## src/rtl/si571_pll_supervisor.sv

```systemverilog
// si571_pll_supervisor
//   Supervises lock acquisition of the Si571 frequency-follower PLL. A run
//   waits for a valid reference, then drives the PLL phase detector while it
//   counts locked and unlocked measurement periods. The supervisor declares
//   lock, backs off (holdoff) and retries, or gives up with a fault once all
//   retries are used.
//
// Optional feature macro: SI571_PLL_SUPERVISOR_STATS_EN
//   When defined, adds lost_cnt_o, a saturating count of lock-loss events.
//
// Ports
//   clk_i         system clock; every register updates on its rising edge
//   rst_i         synchronous active-high reset
//   enable_i      run request; low forces IDLE
//   meas_stb_i    one-cycle pulse per reference measurement period
//   ref_val_i     reference frequency within tolerance (sampled on strobe)
//   lock_i        filtered PLL lock status (sampled on strobe)
//   clr_fault_i   leaves FAULT
//   pll_cfg_en_o  PLL phase-detector drive enable (ACQUIRE/LOCKED)
//   locked_o      declared lock
//   fault_o       acquisition retries exhausted
//   state_o       state code (0 IDLE,1 WAIT_REF,2 ACQUIRE,3 LOCKED,4 HOLDOFF,5 FAULT)
//   retry_cnt_o   retries used in the current acquisition sequence
//   lost_cnt_o    (STATS_EN only) lock-loss count, saturating at 16'hFFFF
module si571_pll_supervisor #(
  parameter int ACQ_TIMEOUT  = 16,
  parameter int LOCK_CONFIRM = 4,
  parameter int UNLOCK_TOL   = 2,
  parameter int MAX_RETRY    = 3,
  parameter int HOLDOFF      = 1024
) (
  input  logic       clk_i,
  input  logic       rst_i,
  input  logic       enable_i,
  input  logic       meas_stb_i,
  input  logic       ref_val_i,
  input  logic       lock_i,
  input  logic       clr_fault_i,
  output logic       pll_cfg_en_o,
  output logic       locked_o,
  output logic       fault_o,
  output logic [2:0] state_o,
  output logic [3:0] retry_cnt_o
`ifdef SI571_PLL_SUPERVISOR_STATS_EN
  ,
  output logic [15:0] lost_cnt_o
`endif
);

  typedef enum logic [2:0] {
    S_IDLE     = 3'd0,
    S_WAIT_REF = 3'd1,
    S_ACQUIRE  = 3'd2,
    S_LOCKED   = 3'd3,
    S_HOLDOFF  = 3'd4,
    S_FAULT    = 3'd5
  } state_t;

  // Each counter is sized to reach its parameter value without wrapping.
  localparam int CW = $clog2(LOCK_CONFIRM + 1);
  localparam int TW = $clog2(ACQ_TIMEOUT + 1);
  localparam int MW = $clog2(UNLOCK_TOL + 1);
  localparam int HW = $clog2(HOLDOFF + 1);

  state_t        state_q, state_d;
  logic [CW-1:0] conf_q, conf_d;
  logic [TW-1:0] tmo_q, tmo_d;
  logic [MW-1:0] miss_q, miss_d;
  logic [HW-1:0] ho_q, ho_d;
  logic [3:0]    retry_q, retry_d;

  always_comb begin
    state_d = state_q;
    conf_d  = conf_q;
    tmo_d   = tmo_q;
    miss_d  = miss_q;
    ho_d    = ho_q;
    retry_d = retry_q;
    case (state_q)
      S_IDLE: begin
        retry_d = '0;
        state_d = S_WAIT_REF;
      end
      S_WAIT_REF: begin
        if (meas_stb_i && ref_val_i) begin
          state_d = S_ACQUIRE;
          conf_d  = '0;
          tmo_d   = '0;
        end
      end
      S_ACQUIRE: begin
        if (meas_stb_i) begin
          if (!ref_val_i) begin
            // Reference dropped out: not the PLL's fault, no retry consumed.
            state_d = S_WAIT_REF;
          end else if (lock_i) begin
            conf_d = conf_q + CW'(1);
            if (int'(conf_q) + 1 >= LOCK_CONFIRM) begin
              state_d = S_LOCKED;
              retry_d = '0;
              miss_d  = '0;
            end
          end else begin
            conf_d = '0;
            tmo_d  = tmo_q + TW'(1);
            if (int'(tmo_q) + 1 >= ACQ_TIMEOUT) begin
              if (int'(retry_q) < MAX_RETRY) begin
                retry_d = retry_q + 4'd1;
                ho_d    = '0;
                state_d = S_HOLDOFF;
              end else begin
                state_d = S_FAULT;
              end
            end
          end
        end
      end
      S_LOCKED: begin
        if (meas_stb_i) begin
          miss_d = lock_i ? '0 : miss_q + MW'(1);
          if (!ref_val_i || (!lock_i && int'(miss_q) + 1 >= UNLOCK_TOL)) begin
            ho_d    = '0;
            state_d = S_HOLDOFF;
          end
        end
      end
      S_HOLDOFF: begin
        // Stay exactly HOLDOFF cycles; strobes are ignored here.
        if (int'(ho_q) + 1 >= HOLDOFF) state_d = S_WAIT_REF;
        else                           ho_d    = ho_q + HW'(1);
      end
      S_FAULT: begin
        if (clr_fault_i) begin
          state_d = S_IDLE;
          retry_d = '0;
        end
      end
      default: state_d = S_IDLE;
    endcase
    // Dropping the run request wins over everything; retry clears with it so
    // every output reads zero on the IDLE edge.
    if (!enable_i) begin
      state_d = S_IDLE;
      retry_d = '0;
    end
  end

  always_ff @(posedge clk_i) begin
    if (rst_i) begin
      state_q      <= S_IDLE;
      conf_q       <= '0;
      tmo_q        <= '0;
      miss_q       <= '0;
      ho_q         <= '0;
      retry_q      <= '0;
      pll_cfg_en_o <= 1'b0;
      locked_o     <= 1'b0;
      fault_o      <= 1'b0;
    end else begin
      state_q      <= state_d;
      conf_q       <= conf_d;
      tmo_q        <= tmo_d;
      miss_q       <= miss_d;
      ho_q         <= ho_d;
      retry_q      <= retry_d;
      // Outputs are decoded from the next state so they land with it.
      pll_cfg_en_o <= (state_d == S_ACQUIRE) || (state_d == S_LOCKED);
      locked_o     <= (state_d == S_LOCKED);
      fault_o      <= (state_d == S_FAULT);
    end
  end

  assign state_o     = state_q;
  assign retry_cnt_o = retry_q;

`ifdef SI571_PLL_SUPERVISOR_STATS_EN
  logic [15:0] lost_q;
  logic        lost_evt;

  assign lost_evt = (state_q == S_LOCKED) && (state_d == S_HOLDOFF);

  always_ff @(posedge clk_i) begin
    if (rst_i)                              lost_q <= '0;
    else if (lost_evt && lost_q != 16'hFFFF) lost_q <= lost_q + 16'd1;
  end

  assign lost_cnt_o = lost_q;
`endif

endmodule
```

## config.mk

```make
export PLATFORM = sky130hd
export DESIGN_NAME = si571_pll_supervisor
export DESIGN_NICKNAME = d
export VERILOG_FILES = /design/src/rtl/si571_pll_supervisor.sv
export SDC_FILE = /design/constraint.sdc
export NUM_CORES = 1
export LEC_CHECK = 0
export BUFFER_PORTS_ARGS = -buffer_cell sky130_fd_sc_hd__buf_2
export CORE_ASPECT_RATIO = 0.9
export CORE_MARGIN = 2
export CORE_UTILIZATION = 58
export DETAILED_ROUTE_END_ITERATION = 10
export PLACE_DENSITY = 0.78
export SLEW_MARGIN = 20
export SYNTH_ARGS = -nofsm -noshare
export SYNTH_HDL_FRONTEND = slang
export SYNTH_SLANG_ARGS = --single-unit
```

## constraint.sdc

```tcl
create_clock -name clk_i -period 2.75 [get_ports clk_i]
set_input_delay 0.6875 -clock clk_i [delete_from_list [all_inputs] [get_ports clk_i]]
set_output_delay 0.6875 -clock clk_i [all_outputs]
set_load 0.005 [all_outputs]
```

After elaboration in Yosys (flattened, before gate mapping) --
Cells that the tools add are included.
Storage, ports and cells: output and inout bits 10, bits in registers 31, input port bits 7
Cells by class: multiplexer cells 47, reduce and logical (&&, ||, !) cells 17, add/sub/neg operators 9, $lt $le $gt $ge 5, equal/unequal tests 23, bitwise gates (word level) 1
Operators by type and width (count):
- two-way mux 11 bit | 8
- two-way mux 3 bit | 15
- one-hot mux 11 bit (3 select lines) | 1
- two-way mux 4 bit | 7
- inequality test 2 bit, second input constant | 12
- two-way mux 5 bit | 4
- one-hot mux 3 bit (6 select lines) | 1
- adder 11 x 1 -> 12 bit, second input constant | 1
- equality test 3 x 2 -> 1 bit, second input constant | 4
- >= comparator 12 x 11 -> 1 bit, second input constant | 1
- two-way mux 2 bit | 6
- one-hot mux 4 bit (3 select lines) | 1
- adder 11 x 1 -> 11 bit, second input constant | 1
- one-hot mux 5 bit (2 select lines) | 1
- equality test 3 bit, second input constant | 3
- inequality test 3 bit, second input constant | 3
- AND reduction 9 bit | 1
- AND reduction 7 bit | 1
- adder 5 x 1 -> 6 bit, second input constant | 1
- >= comparator 6 x 5 -> 1 bit, second input constant | 1
- one-hot mux 3 bit (2 select lines) | 1
- AND reduction 6 bit | 1
- nonzero test 3 bit | 2
- adder 5 x 1 -> 5 bit, second input constant | 1
- other kinds (20) | 24

Depth between registers and ports, before layout --
depth after elaboration 10, gate-level depth with buffers 7

Worst setup path after synthesis --
Ideal clock, no wire load.
path type in2reg, start input ref_val_i, end register state_q[0] (netlist: state_o[0]), setup slack 745 ps, setup time 127 ps, data required time 2623 ps, stages on the path 5, data arrival time 1878 ps, cell sequence or4b_1 -> a2111o_1 -> o311a_1 -> a2111oi_4 -> nor2_1
Between the ends: cells in the longest elaborated chain, start to end 6, elaborated cells on any way between the ends 10, those cells by class mux (7); reduce/logical (3)
RTL lines:
- from (decl) | line 36 | input logic ref_val_i,
- zero test 1 bit | line 121 | if (!ref_val_i || (!lock_i && int'(miss_q) + 1 >= UNLOCK_TOL)) begin
- logical OR 1 bit | line 121
- two-way mux 3 bit | line 121
- two-way mux 3 bit | line 119 | if (meas_stb_i) begin
- one-hot mux 3 bit (6 select lines) * | line 79 | case (state_q)
- two-way mux 3 bit * | line 142 | if (!enable_i) begin
- to (signal assigned) | line 160 | state_q <= state_d;
- to (decl) | line 65 | state_t state_q, state_d;
Every way passes the cells marked *; elsewhere a longest branch is shown, timed or not. A chain may end at the register's enable or synchronous reset.

Worst setup path in the final report --
start register tmo_q[0], end register locked_o
Between the ends: cells in the longest elaborated chain, start to end 9
RTL lines:
- from (decl) | line 67 | logic [TW-1:0] tmo_q, tmo_d;
- from (signal assigned) | line 162 | tmo_q <= tmo_d;
- adder 5 x 1 -> 6 bit | line 106 | if (int'(tmo_q) + 1 >= ACQ_TIMEOUT) begin
- >= comparator 6 x 5 -> 1 bit | line 106
- two-way mux 3 bit | line 106
- two-way mux 3 bit | line 96 | end else if (lock_i) begin
- two-way mux 3 bit | line 93 | if (!ref_val_i) begin
- two-way mux 3 bit | line 92 | if (meas_stb_i) begin
- one-hot mux 3 bit (6 select lines) | line 79
- two-way mux 3 bit | line 142
- equality test 3 x 2 -> 1 bit | line 168 | locked_o <= (state_d == S_LOCKED);
- to (signal assigned) | line 168
- to (decl) | line 40 | output logic locked_o,
Every way passes these cells.

==> impl_metrics.yaml <==
outcome:
  status: "finished, final reports clean"
grt:
  top_usage_layer: "met2"
  met3_usage_pct: 7.62
  grt_pass1_wl_um: 6870
  grt_pass1_vias: 1529
  use_met2_pct: 38.1
  antenna_found_initial: 0
  grt_overflow_total: 0
  grtUsageMet1_pct: 31.8
  globalRouteTotalUtil_pct: 24.6
  grt_start_max_net_pins: 21
power_and_ir_drop:
  power_frac_clock_pct: 34.0
  power_uw: 756
  power.density_nw_per_um2: 394
  p_leak_nw: 0.709
  seq_power_share_pct: 60.3
  sw_frac_of_total_pct: 25.4
  max-vdd-ir-drop_uv: 235
  combPwrFrac_pct: 5.7
  p_sw_uw: 192
  internal-power_uw: 564
final_layout:
  finish.instance_area_um2: 1920
  diodes: 0
  nNetsFinal: 230
  syn_to_final_growth_pct: 7.49
  drive_gt1_share_pct: 16.4
timing:
  worst_pin_slew_ns: 0.819
  finalHoldViolCount: 0
  max-slew-margin-rel_pct: 45.3
  finalSetupTns_ns: 0
  fmax_mhz: 456
  setup_viol: 0
  slew_violations: 0
  min_period_ns: 2.19
  final.period_utilization_pct: 79.8
  clock_skew_ns: 0.00913
  whs_ns: 0.502
  fin_ws_ns: 0.556
  grt_setup_unrepaired: "no"
worst_setup_path:
  endpoint: "locked_o"
  r2r_cells: 6
  cp.arrival_ns: 2.48
  cp_slowest_cell: "a31oi_1"
  reg2reg_to: "locked_o"
  cp_cell_sequence: "ha_1 -> a31oi_1 -> a21oi_2 -> a211o_1 -> a2111oi_2 -> nor2b_1"
  startpoint: "tmo_q[0]"
  crit_type: "flip-flop to flip-flop"
  r2r-start: "tmo_q[0]"
  endpoint_kind: "flip-flop"
  cp_max_fo: 6
  slowest_delay_ns: 0.45
  critPathLaunchType: "flip-flop"
  r2r_slack_ns: 0.56
  cp.required_ns: 3.04
drt:
  detailedRoute.firstPassIterationCount: 4
  avgRoutedWirePerCell_um: 15.8
  vias_per_cell: 6.32
  drc: 0
  drt_wl_total_um: 4130
  num_vias: 1649
  drtIter0Drc: 186
  postRouteAntennaNets: 0
clock_network:
  cts_made_buffers: 5
  post_cts_buffers: 0
  clk_path_buf_depth: 2
  cts.sinks: 31
  ctsHoldBuffers: 0
  cts_tree: "yes"
  clkTransAtPathRegs_ns: 0.10
  clock_latency_ns: 0.35
  cts_resized: 0
  clockRootBuffer: "clkbuf_4"
  htreeDepth: 2
placed_design:
  port-buffer-count: 16
  place_worst_setup_slack_ns: 0.450
  place_congestion: 0.849
  place_hpwl_um: 2950
  dpl_cell_area_um2: 1870
synthesis:
  synth_xor_area_share_pct: 2.45
  synth-edff-count: 0
  synth_top_family_by_area: "simple AND/OR/NAND/NOR gates"
  syn_area_um2: 1790
  ys.flop_type: "dfxtp_1"
  avgSynthCellArea_um2: 8.80
  synth.net_count: 215
  muxShareOfSynthArea_pct: 2.31
  syn_inst: 203
  ys_ff_latch: 31
  ys_seq_area_share_pct: 34.7
  async_reset_ff_share_pct: 0
  synth_fa_ha_area_share_pct: 3.50
  synth_simple_gate_area_share_pct: 27.3
  yosysWarningCount: 0
  yosysUniqueCellTypes: 60
  synth_compound_area_share_pct: 25.1
flow_run:
  maxCapViolCount: 0
min_path:
  hold_class: "flip-flop to flip-flop"
floorplan:
  rows: 19
  start_util_pct: 59.6
  core_area_um2: 3000
  die_h_um: 56.7
  die_w_um: 62.5
  die_area_um2: 3540
  ios: 17
## critical path, delay by kind of cell, from the launching register on
kind | cells | cell delay, ns
adder cells (fa/ha/maj) | 1 | 0.28
flip-flops | 1 | 0.38
AND/OR/NAND/NOR | 1 | 0.18
AO/OA/AOI/OAI | 4 | 1.30
## cells in the final DEF, fill, tap and decap left out, drive strengths merged, types with 4 or more instances in the layout
cell type / instances
clkbuf: 7
inv: 9
nor3: 7
a21o: 4
dfxtp: 31
nor2b: 5
nor2: 17
a21oi: 13
ha: 5
nor3b: 4
and2: 5
buf: 16
a31oi: 4
or3: 5
nand2: 11
xnor2: 4
nand3: 6
o21ai: 9
## flip-flops by register name, indices dropped and copies added (netlist names)
signal	flops
fault_o	1
state_o	3
ho_q	11
pll_cfg_en_o	1
locked_o	1
tmo_q	5
retry_cnt_o	4
miss_q	2
conf_q	3
## cells by family (layout without fill, tap and decap cells)
group	count (synthesis)	after routing
AOI/OAI and AO/OA	58	58
xor gates and xnor gates	5	5
adders and majority gates	5	5
buffers and inverters	17	33
DFF	31	31
muxes	4	4
and+or+nand+nor	83	83
## power groups by stage
stage / registers [mW] / clock network, mW / logic, mW
2_1_floorplan: 0.462 / 0 / 0.0343
3_3_place_gp: 0.466 / 0 / 0.0409
3_5_place_dp: 0.466 / 0 / 0.0418
4_1_cts: 0.456 / 0.260 / 0.0422
5_1_grt: 0.457 / 0.276 / 0.0472
6_report: 0.456 / 0.257 / 0.0433
## layout make-up
class | instances | area, um^2
Timing Repair Buffer | 16 | 80.1
Multi-Input combinational cell | 155 | 1080
Clock buffer | 7 | 45.0
Inverter | 9 | 33.8
Sequential cell | 31 | 621
Tap cell | 42 | 52.6
Fill cell | 268 | 1070
Clock inverter | 1 | 5.00
## per-stage QoR
step                      std cells  util (%)
final                           261      64.1
after global routing            261      64.1
after CTS                       261      64.1
after detailed placement        253      62.4
after global placement          253      62.4
after floorplan                 203         -
## layer usage
metal,wire [um],vias up
li1,-,797
met1,1860,778
met2,1930,64
met3,273,10
met4,72,0
met5,0,-
## cell usage after synthesis, types with 2 or more instances
master    count  area [um^2]
mux2i_1       3         30.0
nand2_1      11         41.3
o21a_1        2         15.0
o211ai_1      2         15.0
xnor2_1       4         35.0
ha_1          5         62.6
nor3b_1       3         22.5
a211oi_1      2         15.0
or3_1         5         31.3
and2_1        5         31.3
nand3_1       6         30.0
dfxtp_1      31          621
a31oi_1       4         25.0
nor4_1        2         12.5
nand3b_1      2         15.0
nand4_1       2         12.5
a22oi_1       3         22.5
a21oi_1      12         60.1
nor2_1       17         63.8
or2_2         2         12.5
nor2b_1       4         25.0
inv_1         9         33.8
buf_2         3         15.0
o31ai_1       3         22.5
and3_1        3         18.8
clkbuf_1      3         11.3
nor3_1        7         35.0
or4_1         3         22.5
a311oi_1      2         17.5
a21o_1        4         30.0
buf_6         2         22.5
o21ai_0       9         45.0
## worst min-delay path by stage
stage	startpoint	to	slack [ns]	depth (start not counted)
floorplan	ho_q[1]	ho_q[1]	0.45	1
global placement	ho_q[1]	ho_q[1]	0.47	1
detailed placement	ho_q[1]	ho_q[1]	0.48	1
CTS	ho_q[1]	ho_q[1]	0.51	1
global route	ho_q[1]	ho_q[1]	0.52	1
finish	ho_q[1]	ho_q[1]	0.50	1
No activity file was read; power rests on OpenSTA's default activity.
